[config.mk]
export PLATFORM = sky130hd
export DESIGN_NAME = operand_fetch
export DESIGN_NICKNAME = d
export VERILOG_FILES = /design/src/rtl/cpu_pkg.sv /design/src/rtl/opnd_bypass_mux.sv /design/src/rtl/operand_fetch.sv
export SDC_FILE = /design/constraint.sdc
export NUM_CORES = 1
export LEC_CHECK = 0
export CAP_MARGIN = 20
export CORE_AREA = 3 3 143 145
export CTS_CLUSTER_DIAMETER = 80
export DETAILED_ROUTE_END_ITERATION = 6
export DIE_AREA = 0 0 146 148
export DONT_BUFFER_PORTS = 1
export GPL_TIMING_DRIVEN = 0
export PLACE_DENSITY = 0.55
export SLEW_MARGIN = 20
export SYNTH_ARGS = -nofsm -noshare
export SYNTH_HDL_FRONTEND = slang
export SYNTH_SLANG_ARGS = --single-unit
[constraint.sdc]
create_clock -name clk -period 3.76 [get_ports clk]
set_input_delay 0.752 -clock clk [delete_from_list [all_inputs] [get_ports clk]]
set_output_delay 0.752 -clock clk [all_outputs]
set_load 0.05 [all_outputs]
[src/rtl/cpu_pkg.sv]
// +----------------------------------------------------------------------------+
// | cpu_pkg : shared types and constants for the pipelined MIPS core           |
// | Rev 1.0 : initial release                                                  |
// +----------------------------------------------------------------------------+
`default_nettype none

package cpu_pkg;

  localparam int DW_DEF = 32;
  localparam int AW_DEF = 5;

  localparam logic [4:0] REG_ZERO = 5'd0;

  // Operand source chosen by the bypass network
  typedef enum logic [1:0] {
    FWD_GRF = 2'd0,
    FWD_W   = 2'd1,
    FWD_M   = 2'd2,
    FWD_E   = 2'd3
  } fwd_sel_t;

endpackage

`default_nettype wire

[src/rtl/opnd_bypass_mux.sv]
// +----------------------------------------------------------------------------+
// | opnd_bypass_mux : resolves one source operand from E/M/W bypass or the GRF |
// | Rev 1.0 : initial release                                                  |
// +----------------------------------------------------------------------------+
`default_nettype none

module opnd_bypass_mux
  import cpu_pkg::*;
#(
  parameter int DW = DW_DEF,
  parameter int AW = AW_DEF
) (
  input  logic [AW-1:0] addr,
  input  logic          used,
  input  logic          e_wen,
  input  logic [AW-1:0] e_a3,
  input  logic          e_rdy,
  input  logic [DW-1:0] e_data,
  input  logic          m_wen,
  input  logic [AW-1:0] m_a3,
  input  logic          m_rdy,
  input  logic [DW-1:0] m_data,
  input  logic          w_wen,
  input  logic [AW-1:0] w_a3,
  input  logic [DW-1:0] w_data,
  input  logic [DW-1:0] rd,
  output logic [DW-1:0] value,
  output fwd_sel_t      fwd_sel,
  output logic          stall
);

  logic addr_nz;
  logic e_hit;
  logic m_hit;
  logic w_hit;

  // Register zero is never forwarded, so a producer targeting $0 can't stall us
  assign addr_nz = (addr != AW'(REG_ZERO));
  assign e_hit   = addr_nz & e_wen & (e_a3 == addr);
  assign m_hit   = addr_nz & m_wen & (m_a3 == addr);
  assign w_hit   = addr_nz & w_wen & (w_a3 == addr);

  always_comb begin
    value   = rd;
    fwd_sel = FWD_GRF;
    stall   = 1'b0;
    if (!addr_nz) begin
      value = '0;
    end else if (e_hit) begin
      value   = e_data;
      fwd_sel = FWD_E;
      stall   = used & ~e_rdy;
    end else if (m_hit) begin
      value   = m_data;
      fwd_sel = FWD_M;
      stall   = used & ~m_rdy;
    end else if (w_hit) begin
      // GRF write lands only at the edge, so RD still shows the old value
      value   = w_data;
      fwd_sel = FWD_W;
    end
  end

endmodule

`default_nettype wire

[src/rtl/operand_fetch.sv]
// +----------------------------------------------------------------------------+
// | operand_fetch : ID-stage GRF read, bypass, load-use stall, EX output stage |
// | Rev 1.0 : initial release                                                  |
// +----------------------------------------------------------------------------+
`default_nettype none

module operand_fetch
  import cpu_pkg::*;
#(
  parameter int DW    = DW_DEF,
  parameter int AW    = AW_DEF,
  parameter int CNT_W = 32
) (
  input  logic             clk,
  input  logic             reset,
  input  logic             flush,
  input  logic             in_valid,
  output logic             in_ready,
  input  logic [AW-1:0]    in_rs,
  input  logic [AW-1:0]    in_rt,
  input  logic             in_rs_used,
  input  logic             in_rt_used,
  input  logic [DW-1:0]    in_pc,
  output logic [AW-1:0]    a1,
  output logic [AW-1:0]    a2,
  input  logic [DW-1:0]    RD1,
  input  logic [DW-1:0]    RD2,
  input  logic             e_wen,
  input  logic             m_wen,
  input  logic             w_wen,
  input  logic [AW-1:0]    e_a3,
  input  logic [AW-1:0]    m_a3,
  input  logic [AW-1:0]    w_a3,
  input  logic             e_rdy,
  input  logic             m_rdy,
  input  logic [DW-1:0]    e_data,
  input  logic [DW-1:0]    m_data,
  input  logic [DW-1:0]    w_data,
  output logic             out_valid,
  input  logic             out_ready,
  output logic [DW-1:0]    out_rs_val,
  output logic [DW-1:0]    out_rt_val,
  output logic [DW-1:0]    out_pc,
  output logic [CNT_W-1:0] stall_cnt
);

  logic [DW-1:0]    rs_val;
  logic [DW-1:0]    rt_val;
  fwd_sel_t         rs_sel;
  fwd_sel_t         rt_sel;
  logic             rs_stall;
  logic             rt_stall;
  logic             hazard;
  logic             accept;
  logic [1:0]       unused_fwd_sel;

  logic             out_valid_d, out_valid_q;
  logic [DW-1:0]    rs_val_d, rs_val_q;
  logic [DW-1:0]    rt_val_d, rt_val_q;
  logic [DW-1:0]    pc_d, pc_q;
  logic [CNT_W-1:0] stall_cnt_d, stall_cnt_q;

  assign a1 = in_rs;
  assign a2 = in_rt;

  opnd_bypass_mux #(.DW(DW), .AW(AW)) u_rs_mux (
    .addr    (in_rs),
    .used    (in_rs_used),
    .e_wen   (e_wen),
    .e_a3    (e_a3),
    .e_rdy   (e_rdy),
    .e_data  (e_data),
    .m_wen   (m_wen),
    .m_a3    (m_a3),
    .m_rdy   (m_rdy),
    .m_data  (m_data),
    .w_wen   (w_wen),
    .w_a3    (w_a3),
    .w_data  (w_data),
    .rd      (RD1),
    .value   (rs_val),
    .fwd_sel (rs_sel),
    .stall   (rs_stall)
  );

  opnd_bypass_mux #(.DW(DW), .AW(AW)) u_rt_mux (
    .addr    (in_rt),
    .used    (in_rt_used),
    .e_wen   (e_wen),
    .e_a3    (e_a3),
    .e_rdy   (e_rdy),
    .e_data  (e_data),
    .m_wen   (m_wen),
    .m_a3    (m_a3),
    .m_rdy   (m_rdy),
    .m_data  (m_data),
    .w_wen   (w_wen),
    .w_a3    (w_a3),
    .w_data  (w_data),
    .rd      (RD2),
    .value   (rt_val),
    .fwd_sel (rt_sel),
    .stall   (rt_stall)
  );

  // Source selects are kept for debug visibility only
  assign unused_fwd_sel = rs_sel ^ rt_sel;

  assign hazard   = rs_stall | rt_stall;
  assign in_ready = ~hazard & (~out_valid_q | out_ready) & ~flush;
  assign accept   = in_valid & in_ready;

  always_comb begin
    out_valid_d = out_valid_q;
    rs_val_d    = rs_val_q;
    rt_val_d    = rt_val_q;
    pc_d        = pc_q;
    stall_cnt_d = stall_cnt_q;
    if (flush) begin
      out_valid_d = 1'b0;
    end else if (accept) begin
      out_valid_d = 1'b1;
      rs_val_d    = rs_val;
      rt_val_d    = rt_val;
      pc_d        = in_pc;
    end else if (out_ready) begin
      out_valid_d = 1'b0;
    end
    if (in_valid && hazard && (stall_cnt_q != {CNT_W{1'b1}})) begin
      stall_cnt_d = stall_cnt_q + 1'b1;
    end
  end

  always_ff @(posedge clk) begin
    if (reset) begin
      out_valid_q <= 1'b0;
      rs_val_q    <= '0;
      rt_val_q    <= '0;
      pc_q        <= '0;
      stall_cnt_q <= '0;
    end else begin
      out_valid_q <= out_valid_d;
      rs_val_q    <= rs_val_d;
      rt_val_q    <= rt_val_d;
      pc_q        <= pc_d;
      stall_cnt_q <= stall_cnt_d;
    end
  end

  assign out_valid  = out_valid_q;
  assign out_rs_val = rs_val_q;
  assign out_rt_val = rt_val_q;
  assign out_pc     = pc_q;
  assign stall_cnt  = stall_cnt_q;

endmodule

`default_nettype wire

==> impl_results.md <==
- FMAX: 310 MHz
- Sw frac: 0.306
- Num ports: 369
- Final nets: 1162
- Peak VDD IR: 0.000265 V
- Worst-path clk slew: 60 ps
- CP endpoint kind: output pin
- DP HPWL: 23400 um
- Die X-Extent: 146 um
- Distinct cells, synth: 48
- Tmin final: 3230 ps
- CTS tree: done
- Startpoint Class: primary input
- Hold wc startpoint: flush
- Hold Buf Count CTS: 0
- Setup tns final: 0 ps
- Post-cts sizing count: 0
- Worst-skew pair later-pin latency: 420 ps
- Die H: 148 um
- Post-layout util: 0.441
- Compound-Gate Fraction of Synth Area: 0.169
- Hold Crit Depth: 1
- Final std cells w/o fill: 1212
- Vias in the first global route: 6945
- H-tree depth: 4
- Post-synthesis adder-cell area fraction: 0.00166
- Slew Viols, Final: 0
- Syn Area/Cell: 8.27 sq um
- Synthesized area: 7550 sq um
- Fillers: 2004
- Largest family of logic cells by synthesized area: simple AND/OR/NAND/NOR gates
- R2R depth: 8
- Fin. Hold Viols: 0
- Hold Crit Class: in2reg
- Crit Path Category: in2out
- Initial Utilization: 0.391
- Antenna violations before repair: 2
- Post-synth EDFFs: 0
- Worst Skew: 9.24 ps
- Status: finished clean
- Largest fanout on the critical path: 6
- Via count: 7060
- Pwr/cell area: 449 nW/um^2
- Synth Instances: 913
- Worst path required time: 3010 ps
- Internal power: 0.00266 W
- Synth top area cells: dfxtp_1 (34%), mux2i_1 (8.6%), mux2_2 (5.8%), o21ai_0 (5.0%), nor2_1 (4.6%)
- Placed cell count: 1178
- Tot GR Track Use: 0.262
- Sequential fraction of the synthesis area: 0.342
- Comb pwr share: 0.102
- Total of max-cap violations: 0
- Synth Area in XOR/XNOR: 0.0348
- I/O Buffers: 0
- Flop-to-flop setup slack: 820 ps
- CTS max path bufs: 2
- YS warnings: 0
- Simple-gate share of the synthesized area: 0.241
- Reg power frac: 0.438
- Synth top area share: 0.342
- Max_slew headroom: 0.450
- Post-synth net total: 1143
- Min-Delay Endpoint: out_valid$_SDFFE_PP0P_
- Cell accounting for the most synthesized area: dfxtp_1
- Fin crit share: 0.858
- Placement Rows: 51
- RD Place Congestion: 0.891
- Via/cell ratio: 5.83
- Post-CTS Setup Inserts: 0
- Leak: 2.94 nW
- Antenna-violating nets left: 0
- # setup viols final: 0
- Worst r2r src: stall_cnt[24]$_SDFFE_PP0P_
- CTS Sinks: 129
- Core Area: 19300 sq um
- Largest net degree at the start of global routing: 17
- Pre-Repair DR Iteration Count: 5
- Die area: 21600 sq um
- Area Growth Syn to Fin: 12.9%
- Setup WS post-layout: 533 ps
- WP data arrival: 2470 ps
- Least-Margin Pin Slew: 822 ps
- GRT Residual Overflow: 0
- Root Driver: clkbuf_16
- FF-to-FF End: stall_cnt[5]$_SDFFE_PP0P_
- Drt drc: 0
- Post-synth ARST share: 0
- Routed len/inst: 24.4 um
- Worst hold slack: 405 ps
- First-pass GRT wire length: 43600 um
- Synth Flop Type: dfxtp_1
- Clock share of power: 0.460
- Synthesis-stage register bit count: 129
- Unrepaired setup endpoints after global routing: no
- DRT iter0 DRCs: 496
- Switching power: 0.00117 W
- Share of layout cells above drive strength 1: 0.116
- Inserted Clock Buffers: 17
- Pre-CTS WS: 307 ps
- Total Routed Length: 29600 um
- Mux contribution to synthesized area: 0.150
## cells in the mapped netlist, drive strengths merged, types with 11 or more instances
master    n
clkbuf   54
a221oi   32
o21ai    77
mux2i    65
a21oi    44
buf      32
dfxtp   129
xnor2    18
or3      38
nand2b   15
mux2     43
nand2    79
o211ai   32
nor2b    11
nor4     17
nand3    16
xor2     12
nor2     93
nand3b   32
nand4    11
## placed cells by master, fill, tap and decap left out, drive strengths merged, types with 15 or more instances in the layout
cell and count:
a21oi 44, dfxtp 129, xnor2 18, nand2b 15, clkbuf 71, buf 32
mux2 43, nor2 93, nor4 17, or3 38, nand3 16, o211ai 32
inv 17, o21ai 77, nand2 79, mux2i 65, nand3b 32, a221oi 32
## layout make-up
| type | instances | area [sq um] | area share |
|---|---|---|---|
| buffer | 86 | 427 | 0.0500 |
| inverter | 10 | 37.5 | 0.00440 |
| tap | 265 | 332 | 0.0389 |
| antenna | 2 | 5.00 | 0.000587 |
| multi-input combinational | 688 | 4520 | 0.530 |
| sequential | 129 | 2580 | 0.303 |
| clock buffer | 17 | 425 | 0.0499 |
| clock inverter | 15 | 198 | 0.0232 |
## state kept, by name, summed over array words and instances, names as in the netlist
name        flops
stall_cnt      32
out_pc         32
out_rs_val     32
out_valid       1
out_rt_val     32
## per-layer routing
metal | GRT usage | up-vias | routed length (um)
li1 | - | 3320 | -
met1 | 0.315 | 3340 | 11700
met2 | 0.436 | 365 | 14100
met3 | 0.107 | 33 | 3210
met4 | 0.0724 | 2 | 613
met5 | 0 | - | 13
## logic make-up (layout without fill, tap and decap cells)
group,after synthesis,count (layout)
xor+xnor,30,30
simple gates,346,346
fa+ha+maj,1,1
compound gates,203,203
buf+inv,96,128
other cells,0,2
flops,129,129
mux,108,108
## worst max-delay path, stage by stage
cell	delay, ps
nor3_1	200
nand2_1	220
and4_1	230
clkbuf_1	190
o2111ai_2	280
and3_1	580
## how the worst max path moves through the flow
stage	from	to	cells after the start
finish	in_rs[1]	in_ready	6
floorplan	in_rt[1]	in_ready	6
global route	in_rs[1]	in_ready	6
global placement	in_rt[1]	out_pc[26]$_SDFFE_PP0P_	11
CTS	in_rs[1]	in_ready	6
detailed placement	in_rt[1]	out_pc[26]$_SDFFE_PP0P_	11
## power groups by stage
stage                     Combinational (W)  Clock [W]  Sequential, W
after floorplan                    0.000303          0        0.00168
after global placement             0.000387          0        0.00170
after detailed placement           0.000392          0        0.00170
after CTS                          0.000393    0.00179        0.00167
after global routing               0.000433    0.00186        0.00168
final                              0.000391    0.00176        0.00168
## per-stage QoR
stage	instance area [sq um]	total power, W
after floorplan	7550	0.00198
after detailed placement	7890	0.00210
final	8530	0.00383
after global placement	7890	0.00209
after CTS	8520	0.00386
after global routing	8530	0.00397
Power figures use the tool's default switching activity.
